File: src/rtl/mmu_sequencer.sv
// ============================================================================
// Module   : mmu_sequencer
// Purpose  : Job sequencer for the 3x3 matrix-multiply accelerator: loads W/X
//            into operand banks, runs the feed/drain schedule, unloads results.
//            Optional cycle counter enabled by MMU_SEQ_PERF_CNT_EN.
// Revision : 1.0  initial release
// ============================================================================
`default_nettype none

module mmu_sequencer #(
    parameter int DW           = 4,
    parameter int DRAIN_CYCLES = 4,
    parameter int DIM_W        = 2
) (
    input  logic             clk,
    input  logic             rst_n,
    input  logic             start,
    input  logic [DIM_W-1:0] row_w,
    input  logic [DIM_W-1:0] col_w,
    input  logic [DIM_W-1:0] row_x,
    input  logic [DIM_W-1:0] col_x,
    input  logic [DW-1:0]    in_data,
    input  logic             in_valid,
    output logic             in_ready,
    output logic             mem_clear,
    output logic             mem_we,
    output logic             mem_sel,
    output logic [3:0]       mem_addr,
    output logic [DW-1:0]    mem_wdata,
    output logic             feed_en,
    output logic [1:0]       feed_step,
    output logic [8:0]       mac_en,
    output logic [8:0]       mac_clr,
    output logic             res_valid,
    input  logic             res_ready,
    output logic [1:0]       res_row,
    output logic [1:0]       res_col,
    output logic             busy,
    output logic             done,
    output logic             err
`ifdef MMU_SEQ_PERF_CNT_EN
    ,
    output logic [15:0]      cyc_count
`endif
);

    localparam int DCW = (DRAIN_CYCLES > 1) ? $clog2(DRAIN_CYCLES) : 1;

    typedef enum logic [3:0] {
        S_IDLE   = 4'd0,
        S_ERR    = 4'd1,
        S_CLEAR  = 4'd2,
        S_LOAD_W = 4'd3,
        S_LOAD_X = 4'd4,
        S_FEED   = 4'd5,
        S_DRAIN  = 4'd6,
        S_UNLOAD = 4'd7,
        S_DONE   = 4'd8
    } state_t;

    state_t           state_q, state_d;
    logic [DIM_W-1:0] row_w_q, row_w_d, col_w_q, col_w_d;
    logic [DIM_W-1:0] row_x_q, row_x_d, col_x_q, col_x_d;
    logic [3:0]       cnt_q, cnt_d;
    logic [DCW-1:0]   drain_q, drain_d;
    logic [1:0]       res_row_q, res_row_d, res_col_q, res_col_d;
    logic             mem_we_q, mem_we_d, mem_sel_q, mem_sel_d;
    logic [3:0]       mem_addr_q, mem_addr_d;
    logic [DW-1:0]    mem_wdata_q, mem_wdata_d;

    logic [8:0]       w_mask;
    logic [3:0]       w_n_w, w_n_x;
    logic             w_dims_ok;
    logic             w_beat;
    logic             w_last_col, w_last_row;

    // Active cell mask: rows of the result are W rows, columns are X columns
    for (genvar gi = 0; gi < 3; gi++) begin : g_row
        for (genvar gj = 0; gj < 3; gj++) begin : g_col
            assign w_mask[gi*3+gj] = (DIM_W'(gi) < row_w_q) && (DIM_W'(gj) < col_x_q);
        end
    end

    assign w_n_w      = 4'(row_w_q) * 4'(col_w_q);
    assign w_n_x      = 4'(row_x_q) * 4'(col_x_q);
    assign w_dims_ok  = (row_w != '0) && (col_w != '0) && (row_x != '0) &&
                        (col_x != '0) && (col_w == row_x);
    assign w_beat     = in_valid && in_ready;
    assign w_last_col = (DIM_W'(res_col_q) == col_x_q - DIM_W'(1));
    assign w_last_row = (DIM_W'(res_row_q) == row_w_q - DIM_W'(1));

    always_comb begin
        state_d     = state_q;
        row_w_d     = row_w_q;
        col_w_d     = col_w_q;
        row_x_d     = row_x_q;
        col_x_d     = col_x_q;
        cnt_d       = cnt_q;
        drain_d     = drain_q;
        res_row_d   = res_row_q;
        res_col_d   = res_col_q;
        mem_we_d    = 1'b0;
        mem_sel_d   = mem_sel_q;
        mem_addr_d  = mem_addr_q;
        mem_wdata_d = mem_wdata_q;

        case (state_q)
            S_IDLE: begin
                if (start) begin
                    row_w_d = row_w;
                    col_w_d = col_w;
                    row_x_d = row_x;
                    col_x_d = col_x;
                    state_d = w_dims_ok ? S_CLEAR : S_ERR;
                end
            end
            S_ERR:   state_d = S_IDLE;
            S_CLEAR: begin
                cnt_d   = 4'd0;
                state_d = S_LOAD_W;
            end
            S_LOAD_W, S_LOAD_X: begin
                if (w_beat) begin
                    mem_we_d    = 1'b1;
                    mem_sel_d   = (state_q == S_LOAD_X);
                    mem_addr_d  = cnt_q;
                    mem_wdata_d = in_data;
                    if (cnt_q == ((state_q == S_LOAD_X) ? w_n_x : w_n_w) - 4'd1) begin
                        cnt_d   = 4'd0;
                        state_d = (state_q == S_LOAD_X) ? S_FEED : S_LOAD_X;
                    end else begin
                        cnt_d = cnt_q + 4'd1;
                    end
                end
            end
            S_FEED: begin
                if (cnt_q == 4'(col_w_q) - 4'd1) begin
                    cnt_d   = 4'd0;
                    drain_d = '0;
                    state_d = S_DRAIN;
                end else begin
                    cnt_d = cnt_q + 4'd1;
                end
            end
            S_DRAIN: begin
                if (drain_q == DCW'(DRAIN_CYCLES - 1)) begin
                    res_row_d = 2'd0;
                    res_col_d = 2'd0;
                    state_d   = S_UNLOAD;
                end else begin
                    drain_d = drain_q + DCW'(1);
                end
            end
            S_UNLOAD: begin
                if (res_ready) begin
                    if (w_last_col && w_last_row) begin
                        state_d = S_DONE;
                    end else if (w_last_col) begin
                        res_col_d = 2'd0;
                        res_row_d = res_row_q + 2'd1;
                    end else begin
                        res_col_d = res_col_q + 2'd1;
                    end
                end
            end
            S_DONE: begin
                res_row_d = 2'd0;
                res_col_d = 2'd0;
                state_d   = S_IDLE;
            end
            default: state_d = S_IDLE;
        endcase
    end

    always_ff @(posedge clk or negedge rst_n) begin
        if (!rst_n) begin
            state_q     <= S_IDLE;
            row_w_q     <= '0;
            col_w_q     <= '0;
            row_x_q     <= '0;
            col_x_q     <= '0;
            cnt_q       <= '0;
            drain_q     <= '0;
            res_row_q   <= '0;
            res_col_q   <= '0;
            mem_we_q    <= 1'b0;
            mem_sel_q   <= 1'b0;
            mem_addr_q  <= '0;
            mem_wdata_q <= '0;
        end else begin
            state_q     <= state_d;
            row_w_q     <= row_w_d;
            col_w_q     <= col_w_d;
            row_x_q     <= row_x_d;
            col_x_q     <= col_x_d;
            cnt_q       <= cnt_d;
            drain_q     <= drain_d;
            res_row_q   <= res_row_d;
            res_col_q   <= res_col_d;
            mem_we_q    <= mem_we_d;
            mem_sel_q   <= mem_sel_d;
            mem_addr_q  <= mem_addr_d;
            mem_wdata_q <= mem_wdata_d;
        end
    end

    // Accumulators stay live from FEED through the end of UNLOAD
    always_comb begin
        in_ready  = (state_q == S_LOAD_W) || (state_q == S_LOAD_X);
        mem_clear = (state_q == S_CLEAR);
        feed_en   = (state_q == S_FEED);
        feed_step = (state_q == S_FEED) ? cnt_q[1:0] : 2'd0;
        mac_en    = ((state_q == S_FEED) || (state_q == S_DRAIN)) ? w_mask : 9'h000;
        mac_clr   = ((state_q == S_FEED) || (state_q == S_DRAIN) ||
                     (state_q == S_UNLOAD)) ? ~w_mask : 9'h1FF;
        res_valid = (state_q == S_UNLOAD);
        busy      = (state_q != S_IDLE);
        done      = (state_q == S_DONE);
        err       = (state_q == S_ERR);
    end

    assign mem_we    = mem_we_q;
    assign mem_sel   = mem_sel_q;
    assign mem_addr  = mem_addr_q;
    assign mem_wdata = mem_wdata_q;
    assign res_row   = res_row_q;
    assign res_col   = res_col_q;

`ifdef MMU_SEQ_PERF_CNT_EN
    logic [15:0] cyc_q, cyc_d;

    always_comb begin
        cyc_d = cyc_q;
        if ((state_q == S_IDLE) && start) begin
            cyc_d = 16'd0;
        end else if ((state_q != S_IDLE) && (cyc_q != 16'hFFFF)) begin
            cyc_d = cyc_q + 16'd1;
        end
    end

    always_ff @(posedge clk or negedge rst_n) begin
        if (!rst_n) begin
            cyc_q <= 16'd0;
        end else begin
            cyc_q <= cyc_d;
        end
    end

    assign cyc_count = cyc_q;
`endif

endmodule

`default_nettype wire

File: config.mk
export PLATFORM = sky130hd
export DESIGN_NAME = mmu_sequencer
export DESIGN_NICKNAME = d
export VERILOG_FILES = /design/src/rtl/mmu_sequencer.sv
export SDC_FILE = /design/constraint.sdc
export NUM_CORES = 1
export LEC_CHECK = 0
export ABC_CLOCK_PERIOD_IN_PS = 3300
export CAP_MARGIN = 20
export CORE_ASPECT_RATIO = 2
export CORE_UTILIZATION = 49
export CTS_CLUSTER_DIAMETER = 80
export DETAILED_ROUTE_END_ITERATION = 10
export GPL_ROUTABILITY_DRIVEN = 1
export PLACE_DENSITY = 0.8
export SLEW_MARGIN = 40
export SYNTH_ARGS = -nofsm -noshare
export SYNTH_HDL_FRONTEND = slang
export SYNTH_SLANG_ARGS = --single-unit
File: constraint.sdc
create_clock -name clk -period 3.3 [get_ports clk]
set_input_delay 0.33 -clock clk [delete_from_list [all_inputs] [get_ports clk]]
set_output_delay 0.33 -clock clk [all_outputs]
set_load 0.02 [all_outputs]
==> impl_results.md <==
- Rel. slew slack: 63.97%
- Global Route Usage Sum: 24.00%
- DRT antenna net count: 0
- DIE HEIGHT: 98.12 um
- Root Buffer Master: clkbuf_8
- CP max-delay cell: dfrtp_1
- Clock-pin slew on the worst setup and hold paths: 70 ps
- Main area contributors after synthesis: dfrtp_1, ha_1, mux2_2, nand2_1, xnor2_1
- Most used DFF post-synth: dfrtp_1
- Max-cap violations: 0
- Synth top area share: 35.38%
- WP data required: slightly below 3000 ps
- Routed WL: between 5000 and 6000 um
- Via count: between 1500 and 2000
- CTS tree: built
- Multi-input gate area: 1363 sq um
- Slew Limit Fails: 0
- WS Path Type: reg2out
- Synthesized net count: about 280
- First-pass GRT wire length: 9032 um
- Min cycle time layout: 3045 ps
- Chip Width: 50.06 um
- # clock sinks: 32
- Status: finished, final reports clean
- Row cnt: 34
- Hold Crit Class: in2async
- Fin. Hold Viols: 0
- Register area: 800.8 sq um
- Port buffer count: 57
- Initial antenna violation count: 0
- Final routed DRC violation total: 0
- N_diodes: 0
- Placer congestion estimate: roughly 0.85
- Worst skew pair latency: 280 ps
- CP cell instances: nand2b_1 -> or4_1 -> nor3_1 -> clkdlybuf4s50_1
- Dominant cell type by area after synthesis: dfrtp_1
- Synth cell count leaders: nand2_1, dfrtp_1, nor2_1
- Worst-margin pin slew: about 540 ps
- Core area: ~4400 sq um
- RSZ-0062 raised after global routing: false
- Synth warn: 0
- Post-cts sizing count: 0
- Peak Freq: 0.3285 GHz
- Register bit total from synthesis: 32
- Lkg Pwr: 0.001247 uW
- Setup crit end kind: output pin
- Crit path DAT: 2710 ps
- Period Utilization, post-route: 92.26%
- Final net count: approximately 330
- Count leader, synth: nand2_1
- Fin Setup TNS: 0 ps
- Synth-to-Final Area Change: 31.51%
- Worst path max stage delay: 640 ps
- Initial DRC Count: 47
- Via-per-instance ratio: 5.521
- Grt ovf: 0
- Number of global-route vias before repair: 2044
- Worst Skew: 8.033 ps
- DR pass1 iterations: 4
- Power, Total: about 2500 uW
- Die ar.: 4912 sq um
- Yosys cell types: 52
- Top Family by Delay on Critical Path: simple AND/OR/NAND/NOR gates
- Post-synthesis cell area: ~2300 sq um
- Worst-case clock buffer depth: 2
- Layout cell share with drive strength beyond 1: between 10% and 20%
- Avg WL per Cell: 15.08 um
- Setup bufs post-CTS: 0
- Number of flops mapped to enable cells by yosys: 0
- Buf/Inv on CP: 1
- Peak VDD IR: 0.5938 mV
- Syn_area_per_cell: 9.276 sq um
- Post-Synthesis Cells: 244
- H-tree levels: 2
- Hold-fix buffers, CTS: 0
- DP HPWL: 4202 um
- PwrDens: between 800 and 900 nW/um^2
- Fill count: 375
- Critical Path Fanout Max: 14
- Number of buffers created by CTS: 5
- Post-synthesis sequential area ratio: 35.38%
- Setup violations, final: 0
- Worst setup SP type: flop
- Post-synth ARST share: 100.0%
- Initial Utilization: roughly 52%
- Num ports: 58
- Largest net degree at the start of global routing: 33
final timing paths:
check	start	endpoint	slack [ps]	cells after the start
max in group asynchronous	rst_n	row_x_q[0]$_DFFE_PN0P_	2550	2
max	state_q[2]$_DFFE_PN0P_	mac_en[1]	260	4
min	rst_n	drain_q[1]$_DFFE_PN0P_	450	2
min in group clk	mem_addr[1]$_DFFE_PN0P_	mem_addr[1]$_DFFE_PN0P_	480	2
min reg2reg	mem_addr[1]$_DFFE_PN0P_	mem_addr[1]$_DFFE_PN0P_	480	2
max reg2reg	state_q[2]$_DFFE_PN0P_	state_q[0]$_DFFE_PN0P_	400	10
sequential cells by signal, indices dropped and copies added, names as in the netlist:
| register | flops |
|---|---|
| res_col | 2 |
| mem_wdata | 4 |
| res_row | 2 |
| row_x_q | 2 |
| col_x_q | 2 |
| cnt_q | 4 |
| col_w_q | 2 |
| mem_we | 1 |
| drain_q | 2 |
| mem_sel | 1 |
| mem_addr | 4 |
| state_q | 4 |
| row_w_q | 2 |
layer usage:
| metal | GRT usage [%] | part of all wire, % | vias to the layer above |
|---|---|---|---|
| li1 | - | - | 962 |
| met1 | 25.30 | 38 | 951 |
| met2 | 45.13 | 58 | 49 |
| met3 | 3.427 | 2.7 | 9 |
| met4 | 9.670 | 1.9 | 0 |
| met5 | 0 | 0 | - |
per-stage QoR:
stage / setup WS (ps) / utilization (%) / hold WS, ps / cell area, sq um / std cells
final: 255.4 / 67.93 / 446.6 / 2977 / 357
after floorplan: 805.3 / - / 34.41 / 2263 / 244
after global routing: 86.32 / 67.93 / 495.8 / 2977 / 357
after CTS: 261.8 / 67.93 / 459.7 / 2977 / 357
after detailed placement: 404.9 / 65.48 / 465.9 / 2869 / 349
after global placement: 482.8 / 65.48 / 460.5 / 2869 / 349
kinds of logic after synthesis:
family	Yosys count	share of synthesized area, %
multiplexers	20	10.17
adder cells (fa/ha/maj)	14	7.739
flip-flops	32	35.38
AO/OA/AOI/OAI	36	11.50
buffers and inverters	21	4.422
XOR/XNOR	16	6.523
AND/OR/NAND/NOR	105	24.27
layout make-up:
type                    count  share of cell area [%]
multi-input cells         191                   45.78
clock inverters             2                   1.177
clock buffers               6                   2.438
repair buffers             60                   19.92
well taps                  54                   2.270
inverters                  12                   1.513
flip-flops and latches     32                   26.90
worst register-to-register path, cell delays in order, from the launching register on:
cell and delay, ps:
dfrtp_1 640, nor4b_4 490, mux2i_1 310, inv_1 70, ha_1 200, xor2_1 160, xnor2_1 140, nor3_1 280
and3_4 260, nor3_2 40, o31ai_2 220
cell usage in the layout (no fill, tap or decap), types with 7 or more instances in the layout:
master	n
ha_1	14
nand2b_1	7
xnor2_1	11
mux2_2	14
o21ai_0	8
clkdlybuf4s50_1	57
inv_1	11
nor3_1	11
nor2_1	22
nand3_1	7
dfrtp_1	32
nand2_1	33
report_power, final:
part           internal [uW]  switching (uW)
registers                524             155
clock network            224             146
logic                    672             792
total                   1420            1090
Note: power is estimated with default switching activity, not from simulation.
